**src/rtl/jump_fsm.sv**
```systemverilog
// -----------------------------------------------------------------------------
// jump_fsm
// Per-frame motion generator for the player sprite. Decodes the W/A/D keys
// from the packed keyboard keycode, tracks the jump phase (ground, rise, fall)
// with a divided gravity step, and presents registered signed X/Y velocities
// that the downstream position block adds to the sprite every frame.
//
// Ports
//   Clk        : system clock (only clock)
//   Reset      : asynchronous reset, active low
//   frame_tick : one-cycle frame strobe; state advances only when high
//   keycode    : four packed key bytes (W=0x1A, A=0x04, D=0x07)
//   on_ground  : solid tile under the feet
//   head_block : solid tile above the head
//   wall_left  : solid tile to the left
//   wall_right : solid tile to the right
//   x_motion   : signed horizontal velocity, px/frame
//   y_motion   : signed vertical velocity, px/frame, positive is down
//   jump_state : 00 GROUND, 01 RISE, 10 FALL
//   jump_en    : high whenever airborne
// -----------------------------------------------------------------------------
module jump_fsm #(
   parameter int JUMP_V   = 8,
   parameter int CUT_V    = 3,
   parameter int GRAV     = 1,
   parameter int GRAV_DIV = 2,
   parameter int MAX_FALL = 6,
   parameter int WALK_V   = 2
) (
   input  logic        Clk,
   input  logic        Reset,
   input  logic        frame_tick,
   input  logic [31:0] keycode,
   input  logic        on_ground,
   input  logic        head_block,
   input  logic        wall_left,
   input  logic        wall_right,
   output logic [9:0]  x_motion,
   output logic [9:0]  y_motion,
   output logic [1:0]  jump_state,
   output logic        jump_en
);

   localparam int CW = (GRAV_DIV > 1) ? $clog2(GRAV_DIV) : 1;

   localparam logic signed [9:0] P_JUMP = 10'(JUMP_V);
   localparam logic signed [9:0] P_CUT  = 10'(CUT_V);
   localparam logic signed [9:0] P_GRAV = 10'(GRAV);
   localparam logic signed [9:0] P_MAXF = 10'(MAX_FALL);
   localparam logic signed [9:0] P_WALK = 10'(WALK_V);
   localparam logic [CW-1:0]     P_CLAST = CW'(GRAV_DIV - 1);

   typedef enum logic [1:0] {
      GROUND = 2'b00,
      RISE   = 2'b01,
      FALL   = 2'b10
   } state_t;

   state_t                r_state, w_state_nx;
   logic signed [9:0]     r_vy, w_vy_nx;
   logic signed [9:0]     r_vx, w_vx_nx;
   logic [CW-1:0]         r_grav_cnt, w_cnt_nx;
   logic                  r_w_prev;

   logic                  w_key_w, w_key_a, w_key_d;
   logic                  w_jump_edge;
   logic                  w_step;
   logic [CW-1:0]         w_cnt_adv;
   logic signed [9:0]     w_vy_grav;

   // Byte-wise key decode across all four keycode slots
   always_comb begin
      w_key_w = 1'b0;
      w_key_a = 1'b0;
      w_key_d = 1'b0;
      for (int unsigned i = 0; i < 4; i++) begin
         if (keycode[8*i +: 8] == 8'h1A) w_key_w = 1'b1;
         if (keycode[8*i +: 8] == 8'h04) w_key_a = 1'b1;
         if (keycode[8*i +: 8] == 8'h07) w_key_d = 1'b1;
      end
   end

   assign w_jump_edge = w_key_w & ~r_w_prev;
   assign w_step      = (r_grav_cnt == P_CLAST);
   assign w_cnt_adv   = w_step ? '0 : r_grav_cnt + CW'(1);
   assign w_vy_grav   = r_vy + P_GRAV;

   // Horizontal velocity: walls zero the push into them
   always_comb begin
      w_vx_nx = '0;
      if (w_key_a && !w_key_d) begin
         w_vx_nx = wall_left ? '0 : -P_WALK;
      end else if (w_key_d && !w_key_a) begin
         w_vx_nx = wall_right ? '0 : P_WALK;
      end
   end

   // Next-state and vertical velocity
   always_comb begin
      w_state_nx = r_state;
      w_vy_nx    = r_vy;
      w_cnt_nx   = r_grav_cnt;
      case (r_state)
         GROUND: begin
            w_cnt_nx = '0;
            if (!on_ground) begin
               w_state_nx = FALL;
               w_vy_nx    = P_GRAV;
            end else if (w_jump_edge) begin
               w_state_nx = RISE;
               w_vy_nx    = -P_JUMP;
            end else begin
               w_vy_nx    = '0;
            end
         end
         RISE: begin
            if (head_block) begin
               w_state_nx = FALL;
               w_vy_nx    = '0;
               w_cnt_nx   = '0;
            end else if (!w_key_w && (r_vy < -P_CUT)) begin
               // Cut tick replaces the gravity branch; the counter holds.
               w_vy_nx    = -P_CUT;
            end else begin
               w_cnt_nx = w_cnt_adv;
               if (w_step) begin
                  w_vy_nx = w_vy_grav;
                  if (!w_vy_grav[9]) begin
                     w_state_nx = FALL;
                     w_cnt_nx   = '0;
                  end
               end
            end
         end
         FALL: begin
            if (on_ground) begin
               w_state_nx = GROUND;
               w_vy_nx    = '0;
               w_cnt_nx   = '0;
            end else begin
               w_cnt_nx = w_cnt_adv;
               if (w_step) begin
                  w_vy_nx = (w_vy_grav > P_MAXF) ? P_MAXF : w_vy_grav;
               end
            end
         end
         default: begin
            w_state_nx = GROUND;
            w_vy_nx    = '0;
            w_cnt_nx   = '0;
         end
      endcase
   end

   always_ff @(posedge Clk or negedge Reset) begin
      if (!Reset) begin
         r_state    <= GROUND;
         r_vy       <= '0;
         r_vx       <= '0;
         r_grav_cnt <= '0;
         r_w_prev   <= 1'b1;
      end else if (frame_tick) begin
         r_state    <= w_state_nx;
         r_vy       <= w_vy_nx;
         r_vx       <= w_vx_nx;
         r_grav_cnt <= w_cnt_nx;
         r_w_prev   <= w_key_w;
      end
   end

   assign x_motion   = r_vx;
   assign y_motion   = r_vy;
   assign jump_state = r_state;
   assign jump_en    = (r_state != GROUND);

endmodule
```
**config.mk**
```make
export PLATFORM = sky130hd
export DESIGN_NAME = jump_fsm
export DESIGN_NICKNAME = d
export VERILOG_FILES = /design/src/rtl/jump_fsm.sv
export SDC_FILE = /design/constraint.sdc
export NUM_CORES = 1
export LEC_CHECK = 0
export ABC_AREA = 1
export BUFFER_PORTS_ARGS = -buffer_cell sky130_fd_sc_hd__buf_2
export CAP_MARGIN = 0
export CORE_AREA = 2 2 71 73
export DETAILED_ROUTE_END_ITERATION = 10
export DIE_AREA = 0 0 73 75
export GPL_TIMING_DRIVEN = 0
export MAX_ROUTING_LAYER = met4
export PLACE_DENSITY = 0.62
export SETUP_SLACK_MARGIN = 0.15
export SLEW_MARGIN = 30
export SYNTH_ARGS = -nofsm -noshare
export SYNTH_HDL_FRONTEND = slang
export SYNTH_SLANG_ARGS = --single-unit
```
**constraint.sdc**
```tcl
create_clock -name Clk -period 3.1 [get_ports Clk]
set_input_delay 0.31 -clock Clk [delete_from_list [all_inputs] [get_ports Clk]]
set_output_delay 0.31 -clock Clk [all_outputs]
set_load 0.005 [all_outputs]
```
**Yosys cells after proc, flatten, opt, wreduce, memory -nomap -nowiden**

Index checks and enable logic that the tools add are counted.

- Flip-flop bits (word level): 24
- Input port bits: 39
- Output and inout bits: 23
- Logic and storage cells: 83

- $add $sub $neg: 2
- Order comparisons: 2
- Eq/ne operators: 21
- Multiplexer cells: 40
- Bitwise operators: 2
- Reductions and logical operators: 11

Operator list:

| cell | number |
|---|---|
| $mux W10 | 10 |
| $eq A8 B3 Y1 const B | 8 |
| $eq A8 B5 Y1 const B | 4 |
| $pmux W10 S3 | 1 |
| $mux W1 | 18 |
| $mux W2 | 9 |
| $ne A3 B3 Y1 const B | 5 |
| $add A10 B2 Y10 const B | 1 |
| $gt A10 B4 Y1 const B | 1 |
| $lt A10 B3 Y1 const B | 1 |
| $pmux W2 S3 | 1 |
| $reduce_and A6 Y1 | 1 |
| $ne A4 B4 Y1 const B | 1 |
| $logic_and A1 B1 Y1 | 3 |
| $logic_not A1 Y1 | 3 |
| $reduce_and A3 Y1 | 1 |
| $eq A2 B1 Y1 const B | 1 |
| $eq A2 B2 Y1 const B | 1 |
| $logic_not A2 Y1 | 1 |
| $ne A2 B2 Y1 const B | 1 |
| $pmux W1 S2 | 1 |
| $reduce_and A2 Y1 | 1 |
| $reduce_bool A2 Y1 | 1 |
| $add A1 B1 Y1 const B | 1 |
| other kinds (2) | 2 |

**Longest topological paths before layout**

- Word-level depth: 10
- Mapped depth: 15
- Gate-level depth less buffers: 15

**Worst setup path before layout**

Ideal clock, no wire load.

- Path kind: register to register
- Start point: register r_vy[0], in the netlist y_motion[0]
- End point: register r_vy[1], in the netlist y_motion[1]
- Setup time: 0.116 ns
- Arrival: 1.539 ns
- Required time: 2.984 ns
- Path slack: 1.445 ns
- Stages on the path, launching flop included: 15
- Path buffers: 0
- Period minus slack after synthesis: 1.655 ns
- Path through: dfrtp_1 -> inv_1 -> ha_1 -> inv_1 -> nor2_1 -> nand3_1 -> nand3_1 -> nor2_1 -> nand3_2 -> nand2_4 -> nand2_1 -> nand2_1 -> nand2_1 -> nand2_1 -> nand2_1

- Word-level cells in the longest chain between the ends: 6
- Elaborated cells on any way between the ends: 13
- Those cells by class: 1 x add/sub; 2 x order compare; 1 x eq/ne; 7 x mux; 2 x reduce/logical

RTL lines:

| element | RTL line | RTL |
|---|---|---|
| start: declaration | 60 | `logic signed [9:0] r_vy, w_vy_nx;` |
| start signal: assignment | 164 | `r_vy <= w_vy_nx;` |
| $add A10 B2 Y10 | 86 | `assign w_vy_grav = r_vy + P_GRAV;` |
| $gt A10 B4 Y1 | 143 | `w_vy_nx = (w_vy_grav > P_MAXF) ? P_MAXF : w_vy_grav;` |
| $mux W10 | 143 |  |
| $mux W10 | 142 | `if (w_step) begin` |
| $mux W10 | 136 | `if (on_ground) begin` |
| $pmux W10 S3 | 103 | `case (r_state)` |

Several ways; a longest one is shown, not always the timed one. The select of a mux whose other input is x is not followed.
A chain may end at the register's enable or synchronous reset.

**Worst setup path in the final report**

- Start point: register r_vy[0], in the netlist y_motion[0]
- End point: register r_vy[7], in the netlist y_motion[7]

The elaborated chain is that of the path after synthesis.

==> summary.txt <==
Yosys
  – Synth area leader: dfrtp_1
  – EDFF count, synth: 0
  – Synth async-reset ratio: 100%
  – Cell count after synthesis: 280
  – Synth Warn #: 0
  – Register area share after synthesis: 24.1%
  – Post-Syn Area: 1670 sq um
  – Synth top area cells: dfrtp_1 (23%), nand2_1 (20%), inv_1 (9.5%)
  – Most frequent cell after synthesis: nand2_1
  – Ys flop type: dfrtp_1
  – Synth Area per Inst: 5.95 sq um
  – Yosys reg bits: 16
  – Synthesized net count: 326
  – Yosys top cell area share: 22.5%
  – Commonest cells post-synth: nand2_1 (89), inv_1 (42), nor2_1 (31)
  – Synth cell types: 26

Finish
  – N_diodes: 0
  – Final Non-Filler Cells: 399
  – Layout cells sized above 1: 27.0%
  – NumNets Final: 392
  – Area Overhead vs Synth: 26.0%

Placement
  – Buffers on Ports: 60
  – Dpl cells: 394
  – Hpwl dp: 3.52 mm
  – GP Congestion: 0.887

Hold path
  – Hold Crit Class: input pin to flop

Floorplan
  – I/O pin count: 62
  – Die ar.: 5480 sq um
  – Initial Utilization: 35.8%
  – FP Rows: 25
  – Die Width: 73 microns
  – Placeable Area: 4660 sq um
  – Die Y: 75 microns

STA
  – Hold Fails Final Rpt: 0
  – RSZ-0062 raised after global routing: false
  – Layout Skew: 3.32 ps
  – Final Setup Violations: 0
  – Final slew viol count: 0
  – Fmax: 499 MHz
  – Period minus WS final: 2000 ps
  – Period utilization: 64.6%
  – Setup TNS: 0 ps

Worst setup path
  – Crit. End Element: flop
  – Critical path class: flop to flop
  – Worst Path Required: 3300 ps
  – Crit start category: flop
  – CP Data Arrival Time: 2200 ps
  – Worst Path Max Fanout: 10

Clock network
  – CTS resizes: 0
  – CTS tree: done
  – # H-tree levels: 1
  – CTS clk-pin slew, worst paths: 70 ps
  – CTS sink count: 16
  – CTS Buf Count: 3
  – Skew-Pair Late Insertion Delay: 260 ps
  – Clock Path Buffers: 2
  – CTS root buf: clkbuf_8

Detailed routing
  – Via count: 1877
  – Final ANT Viol Nets: 0
  – Avg WL per Cell: 11.1 microns
  – Residual DRC: 0
  – DR iter-0 viols: 72
  – Vias/cell: 4.70
  – Final WL: 4.42 mm
  – DR pass1 iterations: 4

Power and ir drop
  – Clk pwr share: 23.7%
  – PD cells: 391 nW/um^2
  – Maximum vdd drop: 0.315 mV
  – Design Power: 0.822 mW
  – Comb pwr share: 42.6%
  – Switching share of total power: 41.1%
  – Power share of the sequential group: 33.6%
  – Int Power: 0.484 mW
  – P_leak: 1.23 nW
  – P_sw: 0.337 mW

Run
  – Max-cap viol count: 0

Global routing
  – Vias in the first global route: 1658
  – Gr ovfl total: 0
  – Global-route wire length before repair: 7.50 mm
  – GRT Util Overall: 18.0%
  – Antenna violations before repair: 0
  – Largest net degree at the start of global routing: 17

Run status
  – Status: finished clean
==> state kept, by name (all words and copies together) (netlist names) <==
register,cells
jump_state,2
r_grav_cnt,1
r_w_prev,1
x_motion,2
y_motion,10
==> what timing repair did <==
action / CTS / global route
hold buffers: 1 / 0
endpoints found under the setup margin: 0 / 0
buffers inserted: 0 / 0
endpoints found under the hold margin: 15 / 0
==> kinds of logic (layout without fill, tap and decap cells) <==
| logic type | count (synthesis) | after routing | synth area share (%) |
|---|---|---|---|
| AO/OA/AOI/OAI | 21 | 21 | 6.83 |
| XOR/XNOR | 1 | 1 | 0.526 |
| adder cells (fa/ha/maj) | 7 | 7 | 5.26 |
| buffers and inverters | 52 | 117 | 13.7 |
| flip-flops | 16 | 16 | 24.1 |
| other | 1 | 1 | 0.225 |
| AND/OR/NAND/NOR | 182 | 182 | 49.3 |
==> layout by cell type (no fill, tap or decap), drive strengths merged, types with 5 or more instances in the layout <==
cell	instances
buf	69
inv	43
nor2	37
a21oi	8
nor3	7
nand3	30
nand2	96
o21ai	10
dfrtp	15
nand4	5
ha	7
==> area by class of cell <==
class / instances / area [sq um]
Fill cell: 517 / 2560
Sequential cell: 16 / 402
Inverter: 43 / 161
Tap cell: 54 / 67.6
Timing Repair Buffer: 61 / 310
Clock buffer: 4 / 55.1
Buffer: 9 / 67.6
Multi-Input combinational cell: 212 / 1040
==> final timing paths <==
path	slack, ps	startpoint	to	depth (start not counted)
worst max-delay path	1100	y_motion[0]	y_motion[7]	10
worst min-delay path	260	frame_tick	r_w_prev	2
worst max register to register	1100	y_motion[0]	y_motion[7]	10
worst min register to register	480	x_motion[1]	x_motion[1]	2
max in group asynchronous	2280	Reset	r_w_prev	2
min in group asynchronous	500	Reset	y_motion[1]	2
==> power groups by stage <==
stage               Sequential (mW)  Combinational [mW]  Clock [mW]
global placement              0.280               0.345           0
detailed placement            0.279               0.347           0
CTS                           0.276               0.350       0.200
floorplan                     0.275               0.222           0
finish                        0.276               0.350       0.195
global route                  0.281               0.411       0.210
==> per-stage QoR <==
stage / util (%) / area [sq um] / hold slack (ps) / worst slack [ps]
5_1_grt: 45.0 / 2100 / 257 / 836
3_5_place_dp: 43.7 / 2030 / 259 / 1110
2_1_floorplan: - / 1670 / 14.4 / 1440
4_1_cts: 45.0 / 2100 / 257 / 1080
6_report: 45.0 / 2100 / 258 / 1100
3_3_place_gp: 43.7 / 2030 / 255 / 1090
==> worst max-delay path: stages (launching register included) <==
cell	delay [ps]
dfrtp_1	450
inv_1	160
ha_1	200
nor3_1	60
a21oi_1	240
nand3_2	200
nand2_1	120
nand2_2	70
nor2_4	220
o21ai_1	140
nand2_1	80
==> routing by layer <==
metal	part of all wire, %	up-vias	track usage (%)	wire, microns
met3	5.4	2	3.35	238
met1	50	821	25.2	2210
met4	0.32	0	2.88	14
met5	0	-	-	0
li1	-	1005	-	-
met2	44	49	27.7	1950
(Power assumes the default switching activity.)
